[config.mk]
export PLATFORM = sky130hd
export DESIGN_NAME = dma_priority_arbiter
export DESIGN_NICKNAME = d
export VERILOG_FILES = /design/src/rtl/dma_reg_pkg.sv /design/src/rtl/dma_dreq_sync.sv /design/src/rtl/dma_priority_arbiter.sv
export SDC_FILE = /design/constraint.sdc
export NUM_CORES = 1
export LEC_CHECK = 0
export CORE_UTILIZATION = 47
export DETAILED_ROUTE_END_ITERATION = 7
export GPL_ROUTABILITY_DRIVEN = 1
export HOLD_SLACK_MARGIN = 0.08
export PLACE_DENSITY = 0.76
export SYNTH_ARGS = -nofsm -noshare
export SYNTH_HDL_FRONTEND = slang
export SYNTH_SLANG_ARGS = --single-unit
[constraint.sdc]
create_clock -name CLK -period 2.38 [get_ports CLK]
set_clock_uncertainty 0.2 [all_clocks]
set_input_delay 0.476 -clock CLK [delete_from_list [all_inputs] [get_ports CLK]]
set_output_delay 0.476 -clock CLK [all_outputs]
set_load 0.1 [all_outputs]
[src/rtl/dma_reg_pkg.sv]
// Shared types and helpers for the DMA controller register/arbiter slice.
// Holds the arbiter state encoding and the rotating priority encoder.
package dma_reg_pkg;

  localparam int NUM_DMA_CH = 4;

  typedef enum logic [1:0] {
    IDLE,
    HOLD_REQ,
    GRANT,
    RELEASE
  } arb_state_t;

  // Returns {valid, ch}; hi_ch is the highest-priority channel, the
  // rest follow in ascending order modulo 4.
  function automatic logic [2:0] rot_pri_enc(
    input logic [3:0] req,
    input logic [1:0] hi_ch
  );
    logic [2:0] res;
    logic [1:0] idx;
    res = 3'b000;
    for (int i = 3; i >= 0; i--) begin
      idx = hi_ch + 2'(i);
      if (req[idx]) res = {1'b1, idx};
    end
    return res;
  endfunction

endpackage

[src/rtl/dma_dreq_sync.sv]
// Multi-stage synchroniser for the raw DREQ pins.
// Clears to raw level 0 on reset.
module dma_dreq_sync #(
  parameter int SYNC_STAGES = 2,
  parameter int W           = 4
) (
  input  logic         clk_i,
  input  logic         rst_i,
  input  logic [W-1:0] d_i,
  output logic [W-1:0] q_o
);

  logic [W-1:0] sync_q [SYNC_STAGES];

  // Shift chain: stage 0 samples the pin, last stage feeds the core.
  always_ff @(posedge clk_i or posedge rst_i) begin
    if (rst_i) begin
      for (int i = 0; i < SYNC_STAGES; i++) sync_q[i] <= '0;
    end else begin
      sync_q[0] <= d_i;
      for (int i = 1; i < SYNC_STAGES; i++) sync_q[i] <= sync_q[i-1];
    end
  end

  assign q_o = sync_q[SYNC_STAGES-1];

endmodule

[src/rtl/dma_priority_arbiter.sv]
// Channel arbiter and bus-hold sequencer for the 4-channel DMA controller.
// Qualifies requests, handshakes HRQ/HLDA and grants one channel via DACK.
import dma_reg_pkg::*;

module dma_priority_arbiter #(
  parameter int SYNC_STAGES = 2,
  parameter int NUM_CH      = NUM_DMA_CH
) (
  input  logic       CLK,
  input  logic       RESET,
  input  logic [3:0] dreq,
  input  logic [3:0] sw_req,
  input  logic [3:0] mask,
  input  logic       dreq_sense,
  input  logic       dack_sense,
  input  logic       priority_type,
  input  logic       dma_en,
  input  logic       hlda,
  input  logic       svc_done,
  output logic       hrq,
  output logic [3:0] dack,
  output logic       grant_valid,
  output logic [1:0] grant_ch,
  output logic [3:0] req_status
);

  logic [3:0] dreq_s;
  logic [3:0] hw_req;
  logic [3:0] eff_req;
  logic [2:0] win;
  logic [3:0] dack_act;

  arb_state_t state_q, state_d;
  logic [1:0] grant_ch_q, grant_ch_d;
  logic [1:0] hi_q, hi_d;
  logic [3:0] req_status_q;

  dma_dreq_sync #(
    .SYNC_STAGES (SYNC_STAGES),
    .W           (NUM_CH)
  ) u_sync (
    .clk_i (CLK),
    .rst_i (RESET),
    .d_i   (dreq),
    .q_o   (dreq_s)
  );

  assign hw_req  = dreq_s ^ {4{dreq_sense}};
  assign eff_req = (hw_req & ~mask) | sw_req;
  assign win     = rot_pri_enc(eff_req, priority_type ? hi_q : 2'd0);

  // State, frozen winner, rotation pointer and status snapshot.
  always_ff @(posedge CLK or posedge RESET) begin
    if (RESET) begin
      state_q      <= IDLE;
      grant_ch_q   <= 2'd0;
      hi_q         <= 2'd0;
      req_status_q <= 4'h0;
    end else begin
      state_q      <= state_d;
      grant_ch_q   <= grant_ch_d;
      hi_q         <= hi_d;
      req_status_q <= hw_req | sw_req;
    end
  end

  // Next-state: hold handshake, single arbitration point on HLDA.
  always_comb begin
    state_d    = state_q;
    grant_ch_d = grant_ch_q;
    hi_d       = hi_q;
    unique case (state_q)
      IDLE: begin
        if (dma_en && (|eff_req)) state_d = HOLD_REQ;
      end
      HOLD_REQ: begin
        if (!dma_en) begin
          state_d = RELEASE;
        end else if (hlda) begin
          if (win[2]) begin
            state_d    = GRANT;
            grant_ch_d = win[1:0];
          end else begin
            state_d = RELEASE;
          end
        end
      end
      GRANT: begin
        if (svc_done) begin
          state_d = RELEASE;
          if (priority_type) hi_d = grant_ch_q + 2'd1;
        end else if (!hlda) begin
          state_d = IDLE;
        end
      end
      RELEASE: begin
        if (!hlda) state_d = IDLE;
      end
      default: state_d = IDLE;
    endcase
  end

  assign hrq         = (state_q == HOLD_REQ) || (state_q == GRANT);
  assign grant_valid = (state_q == GRANT);
  assign grant_ch    = grant_ch_q;
  assign req_status  = req_status_q;
  assign dack_act    = grant_valid ? (4'b0001 << grant_ch_q) : 4'b0000;
  assign dack        = dack_sense ? dack_act : ~dack_act;

  a_dack_onehot0: assert property (
    @(posedge CLK) disable iff (RESET) $onehot0(dack_act)
  );

  a_dack_granted: assert property (
    @(posedge CLK) disable iff (RESET) grant_valid |-> $onehot(dack_act)
  );

endmodule

# After elaboration in Yosys (flattened, before gate mapping)
# Index checks and enable logic that the tools add are counted.
[op_classes]
n_addsub = 4
order_cmp = 4
eq_ne = 5
n_shift = 1
mux = 22
n_bitwise = 6
reduce_logical = 7
[ops]
columns = ["cell", "count"]
rows = [
  ["< comparator 2 x 3 -> 1 bit, second input constant", 4],
  ["two-way mux 2 bit", 6],
  ["two-way mux 3 bit", 4],
  ["binary-select mux 1 bit (select 2 bit)", 4],
  ["two-way mux 4 bit", 2],
  ["inverter 4 bit", 2],
  ["bitwise OR 4 bit", 2],
  ["one-hot mux 2 bit (4 select lines)", 1],
  ["two-way mux 1 bit", 5],
  ["adder 2 x 1 -> 2 bit, second input constant", 2],
  ["adder 2 bit, second input constant", 2],
  ["bitwise AND 4 bit", 1],
  ["== test 2 bit, second input constant", 2],
  ["AND reduction 4 bit", 1],
  ["OR reduction 4 bit", 1],
  ["left shift 1 x 2 -> 4 bit, first input constant", 1],
  ["bitwise XOR 4 bit", 1],
  ["!= test 3 bit, second input constant", 1],
  ["AND reduction 3 bit", 1],
  ["== test 2 x 1 -> 1 bit, second input constant", 1],
  ["zero test 2 bit", 1],
  ["!= test 2 bit, second input constant", 1],
  ["AND reduction 2 bit", 1],
  ["logical AND 1 bit", 1],
  ["logical OR 1 bit", 1],
]
[totals]
reg_bits = 18
out_inout_bits = 12
word_cells = 55

# Longest topological paths before layout
[logic_depth]
word_depth = 13
mapped_depth = 7

# By module
# Synthesis repeated with hierarchy kept, for this count alone.
[hier_totals]
hier_cells = 101
area_unflattened_um2 = 1098.6
[modules_own_cells]
columns = ["module", "instances", "cells_each", "area_each_um2", "seq_area_each_um2"]
rows = [
  ["dma_priority_arbiter", 1, 88, 864.6, 250.2],
  ["dma_dreq_sync", 1, 13, 234.0, 200.2],
]

# Worst setup path before layout
# Ideal clock, no wire load.
[synth_timing]
path_kind = "flip-flop to output port"
from = "register state_q[0]"
to = "output dack[1]"
t_arrival_ns = 3.144
required_ns = 1.704
setup_slack_ns = -1.440
path_stages_with_launch = 6
path_cell_list = "dfrtp_1 inv_1 ha_1 clkbuf_1 nand2_1 xor2_1"
[synth_via]
elab_chain_cells = 4
[synth_lines]
columns = ["element", "line", "rtl"]
rows = [
  ["from (decl)", "dma_priority_arbiter.sv:33", "arb_state_t state_q, state_d;"],
  ["from (signal assigned)", "dma_priority_arbiter.sv:60", "state_q <= state_d;"],
  ["== test 2 bit (*)", "dma_priority_arbiter.sv:104", "assign grant_valid = (state_q == GRANT);"],
  ["via grant_valid", "dma_priority_arbiter.sv:22", "output logic grant_valid,"],
  ["two-way mux 4 bit (*)", "dma_priority_arbiter.sv:107", "assign dack_act = grant_valid ? (4'b0001 << grant_ch_q) : 4'b0000;"],
  ["inverter 4 bit", "dma_priority_arbiter.sv:108", "assign dack = dack_sense ? dack_act : ~dack_act;"],
  ["two-way mux 4 bit (*)", "dma_priority_arbiter.sv:108", ""],
  ["to (decl)", "dma_priority_arbiter.sv:21", "output logic [3:0] dack,"],
]
# Mark *: on every way through the listed nets, which the timed path passes. The rest lies on a longest branch.

# Worst setup path in the final report
[layout_timing]
from = "register state_q[0]"
to = "output dack[3]"
[layout_via]
elab_chain_cells = 4
[layout_lines]
columns = ["element", "line"]
rows = [
  ["== test 2 bit (*)", "dma_priority_arbiter.sv:104"],
  ["two-way mux 4 bit (*)", "dma_priority_arbiter.sv:107"],
  ["inverter 4 bit", "dma_priority_arbiter.sv:108"],
  ["two-way mux 4 bit (*)", "dma_priority_arbiter.sv:108"],
]
# Every way passes the cells marked *; elsewhere a longest branch is shown, timed or not.

==> results_tabular.tex <==
\begin{tabular}{lr}
\hline
Metric & Value \\
\hline
\multicolumn{2}{l}{\textbf{Final layout}} \\
\quad Final std cell area, no fill & 1697 um\^{}2 \\
\quad Synthesis-to-layout area growth & 51.17\% \\
\quad Commonest cells after routing, fill and taps aside & 19 x clkdlybuf4s50\_1, 16 x dfrtp\_1, 10 x buf\_4 \\
\quad Number of antenna repair diodes & 0 \\
\quad Layout cell share with drive strength beyond 1 & 33.08\% \\
\quad Most common library cell in the layout ignoring fill and taps & clkdlybuf4s50\_1 \\
\quad Non-filler cells in the finished layout & 161 \\
\quad Number of nets in the layout & 163 \\
\quad Filler Cell Count & around 160 \\
\multicolumn{2}{l}{\textbf{Yosys}} \\
\quad Average cell area after synthesis & approximately 12 um\^{}2 \\
\quad Fraction of synthesized area in multiplexers & between 1 and 1.5\% \\
\quad Largest area contributor in the netlist & dfrtp\_1 \\
\quad Number of synthesized register bits & 18 \\
\quad Post-synth ARST share & 100.0\% \\
\quad Post-synthesis simple-gate area fraction & around an eighth \\
\quad Fraction of post-synthesis cell area in the top cell type by area & between 40\% and 50\% \\
\quad Total nets after synthesis & around 120 \\
\quad Number of synthesis warnings & 0 \\
\quad Leading register cell type out of synthesis & dfrtp\_1 \\
\quad Post-synthesis xor/xnor area fraction & about a tenth \\
\quad Syn Std Cell Area & 1122 um\^{}2 \\
\quad Instance count of the mapped netlist & 95 \\
\quad Number of distinct library cells after synthesis & 38 \\
\quad Compound-Gate Fraction of Synth Area & 23.19\% \\
\quad Adder-cell share of the synthesized area & between 10\% and 20\% \\
\quad Number of flops mapped to enable cells by yosys & 0 \\
\quad Combinational family with the most area after synthesis & compound AO/OA/AOI/OAI gates \\
\quad Register area share after synthesis & roughly two fifths \\
\quad Dominant cells by area after synthesis & dfrtp\_1 40\%, ha\_1 10\%, o21bai\_4 6.7\%, xnor2\_4 4.9\%, nand2\_1 3.3\% \\
\multicolumn{2}{l}{\textbf{Pwr}} \\
\quad Power density over the cells & 1160 nW/um\^{}2 \\
\quad Static Leak & between 0.0007 and 0.0008 uW \\
\quad Max rail drop VDD & 0.001815 V \\
\multicolumn{2}{l}{\textbf{Setup path}} \\
\quad Data arrival time of the critical path & approximately 1.6 ns \\
\quad Largest stage delay on the critical path & 0.47 ns \\
\quad Worst Setup Start Kind & flip-flop \\
\quad Max Fanout on Critical Path & 6 \\
\quad Origin of the worst setup path & state\_q[0] \\
\quad Critical path class & reg2out \\
\quad Slowest library cell on the worst path & dfrtp\_1 \\
\quad Type of destination of the critical path & output pin \\
\quad Cell Chain, Critical Path & inv\_2, ha\_4, nand2\_4, xor2\_4, buf\_12 \\
\quad R2R Path Start & state\_q[0] \\
\quad Critical path data required time & around 1.7 ns \\
\multicolumn{2}{l}{\textbf{Timing}} \\
\quad Pins Over Slew Limit & 0 \\
\quad Fin crit period & 2.261 ns \\
\quad Final Hold Fails & 0 \\
\quad Unrepaired setup endpoints after global routing & false \\
\quad Slew headroom & about 54\% \\
\quad Highest Clock Rate & 442.3 MHz \\
\quad Final setup fails & 0 \\
\quad Tightest Pin Transition & 0.6937 ns \\
\quad Final clock period utilization by the worst path & $\sim$95\% \\
\multicolumn{2}{l}{\textbf{Floorplanning}} \\
\quad Initial cell density of the core & between 50\% and 60\% \\
\quad Core ar. & between 2000 and 2500 um\^{}2 \\
\quad Horizontal die dimension & just over 50 um \\
\quad Row Count & 17 \\
\quad Die H & just over 50 um \\
\quad Io pins & 32 \\
\quad Die footprint & between 2000 and 3000 um\^{}2 \\
\multicolumn{2}{l}{\textbf{Detailed routing}} \\
\quad Overall via count from detail\_route & approximately 870 \\
\quad Final routed wire length divided by cell count & between 10 and 15 um \\
\quad DR pass1 iterations & 4 \\
\quad Average vias per placed instance & 5.410 \\
\quad Number of DRC markers after the initial detailed-route iteration & 15 \\
\quad Number of antenna-violating nets in the routed design & 0 \\
\quad Wirelength, routed & roughly 2400 um \\
\quad Post-route DRC violation count & 0 \\
\multicolumn{2}{l}{\textbf{CTS}} \\
\quad Clock slew at reported path FFs & roughly 0.1 ns \\
\quad H-Tree Level Count & 1 \\
\quad TritonCTS Buffers & 3 \\
\quad Insertion delay to the later sink of the worst-skew pair & approximately 0.30 ns \\
\quad Hold bufs inserted after CTS & 0 \\
\quad Clock net sink count & 18 \\
\quad Max clock buf depth & 2 \\
\quad Root buf cell & clkbuf\_4 \\
\quad Clock tree from TritonCTS & yes \\
\multicolumn{2}{l}{\textbf{Place}} \\
\quad IO Port Bufs & 31 \\
\quad Placed Area & 1648 um\^{}2 \\
\quad Final weighted congestion in routability-driven placement & between 0.8 and 0.9 \\
\quad Placed cell count & between 150 and 200 \\
\quad Detailed Place HPWL & 1880 um \\
\multicolumn{2}{l}{\textbf{Global routing}} \\
\quad Number of antenna violations at the first check in global routing & 0 \\
\quad Largest net degree at the start of global routing & 19 \\
\quad Total congestion overflow & 0 \\
\quad Vias in the first global route & approximately 890 \\
\quad Wire length of the first global-routing pass & around 4000 um \\
\quad Global-route usage over all layers & 21.25\% \\
\multicolumn{2}{l}{\textbf{Worst hold path}} \\
\quad Min-delay worst type & reg2reg \\
\quad Hold path startpoint & u\_sync.sync\_q[4] \\
\multicolumn{2}{l}{\textbf{Run status}} \\
\quad Result of the run & finished, final reports clean \\
\multicolumn{2}{l}{\textbf{Run}} \\
\quad Reported max-cap violation count & 0 \\
\hline
\end{tabular}
[cell families after synthesis]
| logic type | count (synthesis) |
|---|---|
| DFF | 18 |
| muxes | 1 |
| xor gates and xnor gates | 8 |
| AOI/OAI and AO/OA | 26 |
| and+or+nand+nor | 24 |
| buffers and inverters | 9 |
| adders and majority gates | 9 |
[stage by stage]
step	setup slack [ns]	setup TNS, ns	power, uW	util [%]	hold WS [ns]
final	0.1193	0	1969	75.97	0.1578
after CTS	0.06672	0	1975	75.41	0.1610
after global placement	0.02054	0	1746	73.78	0.1323
after floorplan	-0.05572	-0.2073	1444	-	0.1312
after global routing	0.02820	0	2073	75.97	0.1659
after detailed placement	-0.04970	-0.09960	1780	73.78	0.1370
[power breakdown]
part           internal, uW  leakage, uW  switching [uW]  total, uW
sequential              371     0.000204            75.2        447
clock                  93.2    0.0000210            96.6        190
combinational           495     0.000525             837       1330
total                   960     0.000749            1010       1970
[critical path: cells and delay by family (launching register included)]
kind,cells,cell delay (ns)
and+or+nand+nor,1,0.09
adders and majority gates,1,0.24
buffers and inverters,2,0.31
xor gates and xnor gates,1,0.19
DFF,1,0.47
[state kept, by name, indices dropped and copies added (netlist names)]
register	count
u_sync.sync_q	4
req_status	4
hi_q	2
state_q	2
grant_ch	2
u_sync.q_o	4
[metal layers]
metal  GRT usage (%)  part of all wire [%]  vias to the layer above
li1                -                     -                      409
met1           24.86                    37                      413
met2           39.11                    56                       45
met3           4.464                   5.5                        4
met4           5.556                   1.6                        0
met5               0                     0                        -
[cell usage after synthesis (2+ instances only)]
master / count
nand2b_1: 2
a31oi_1: 2
a21oi_1: 4
ha_1: 9
a32o_1: 2
o21ai_0: 3
o21bai_4: 4
inv_1: 7
nand2_1: 10
xor2_1: 4
or2b_1: 2
xnor2_4: 2
dfrtp_1: 18
and2_1: 2
[area by class of cell]
type                       count  area, um^2  area share [%]
inverter                       7       26.28           1.549
multi-input combinational     68       748.2           44.10
tap                           28       35.03           2.065
sequential                    18       452.9           26.70
clock buffer                   4       36.28           2.139
timing repair buffer          36       397.9           23.45
[worst paths after layout]
check                           endpoint  slack, ns  cells past startpoint
max                              dack[3]       0.12                      5
min reg2reg                u_sync.q_o[0]       0.16                      0
min                        u_sync.q_o[0]       0.16                      0
max in group asynchronous    grant_ch[0]       1.13                      2
max reg2reg                   state_q[0]       0.30                      7
min in group asynchronous  req_status[2]       0.37                      2
[what timing repair did]
item                                   4_1_cts  5_1_grt
setup endpoints to repair                    0        1
buffers inserted                             0        1
gates resized for setup                      0        0
endpoints found under the hold margin        0        0
No activity file was read; power rests on OpenSTA's default activity.
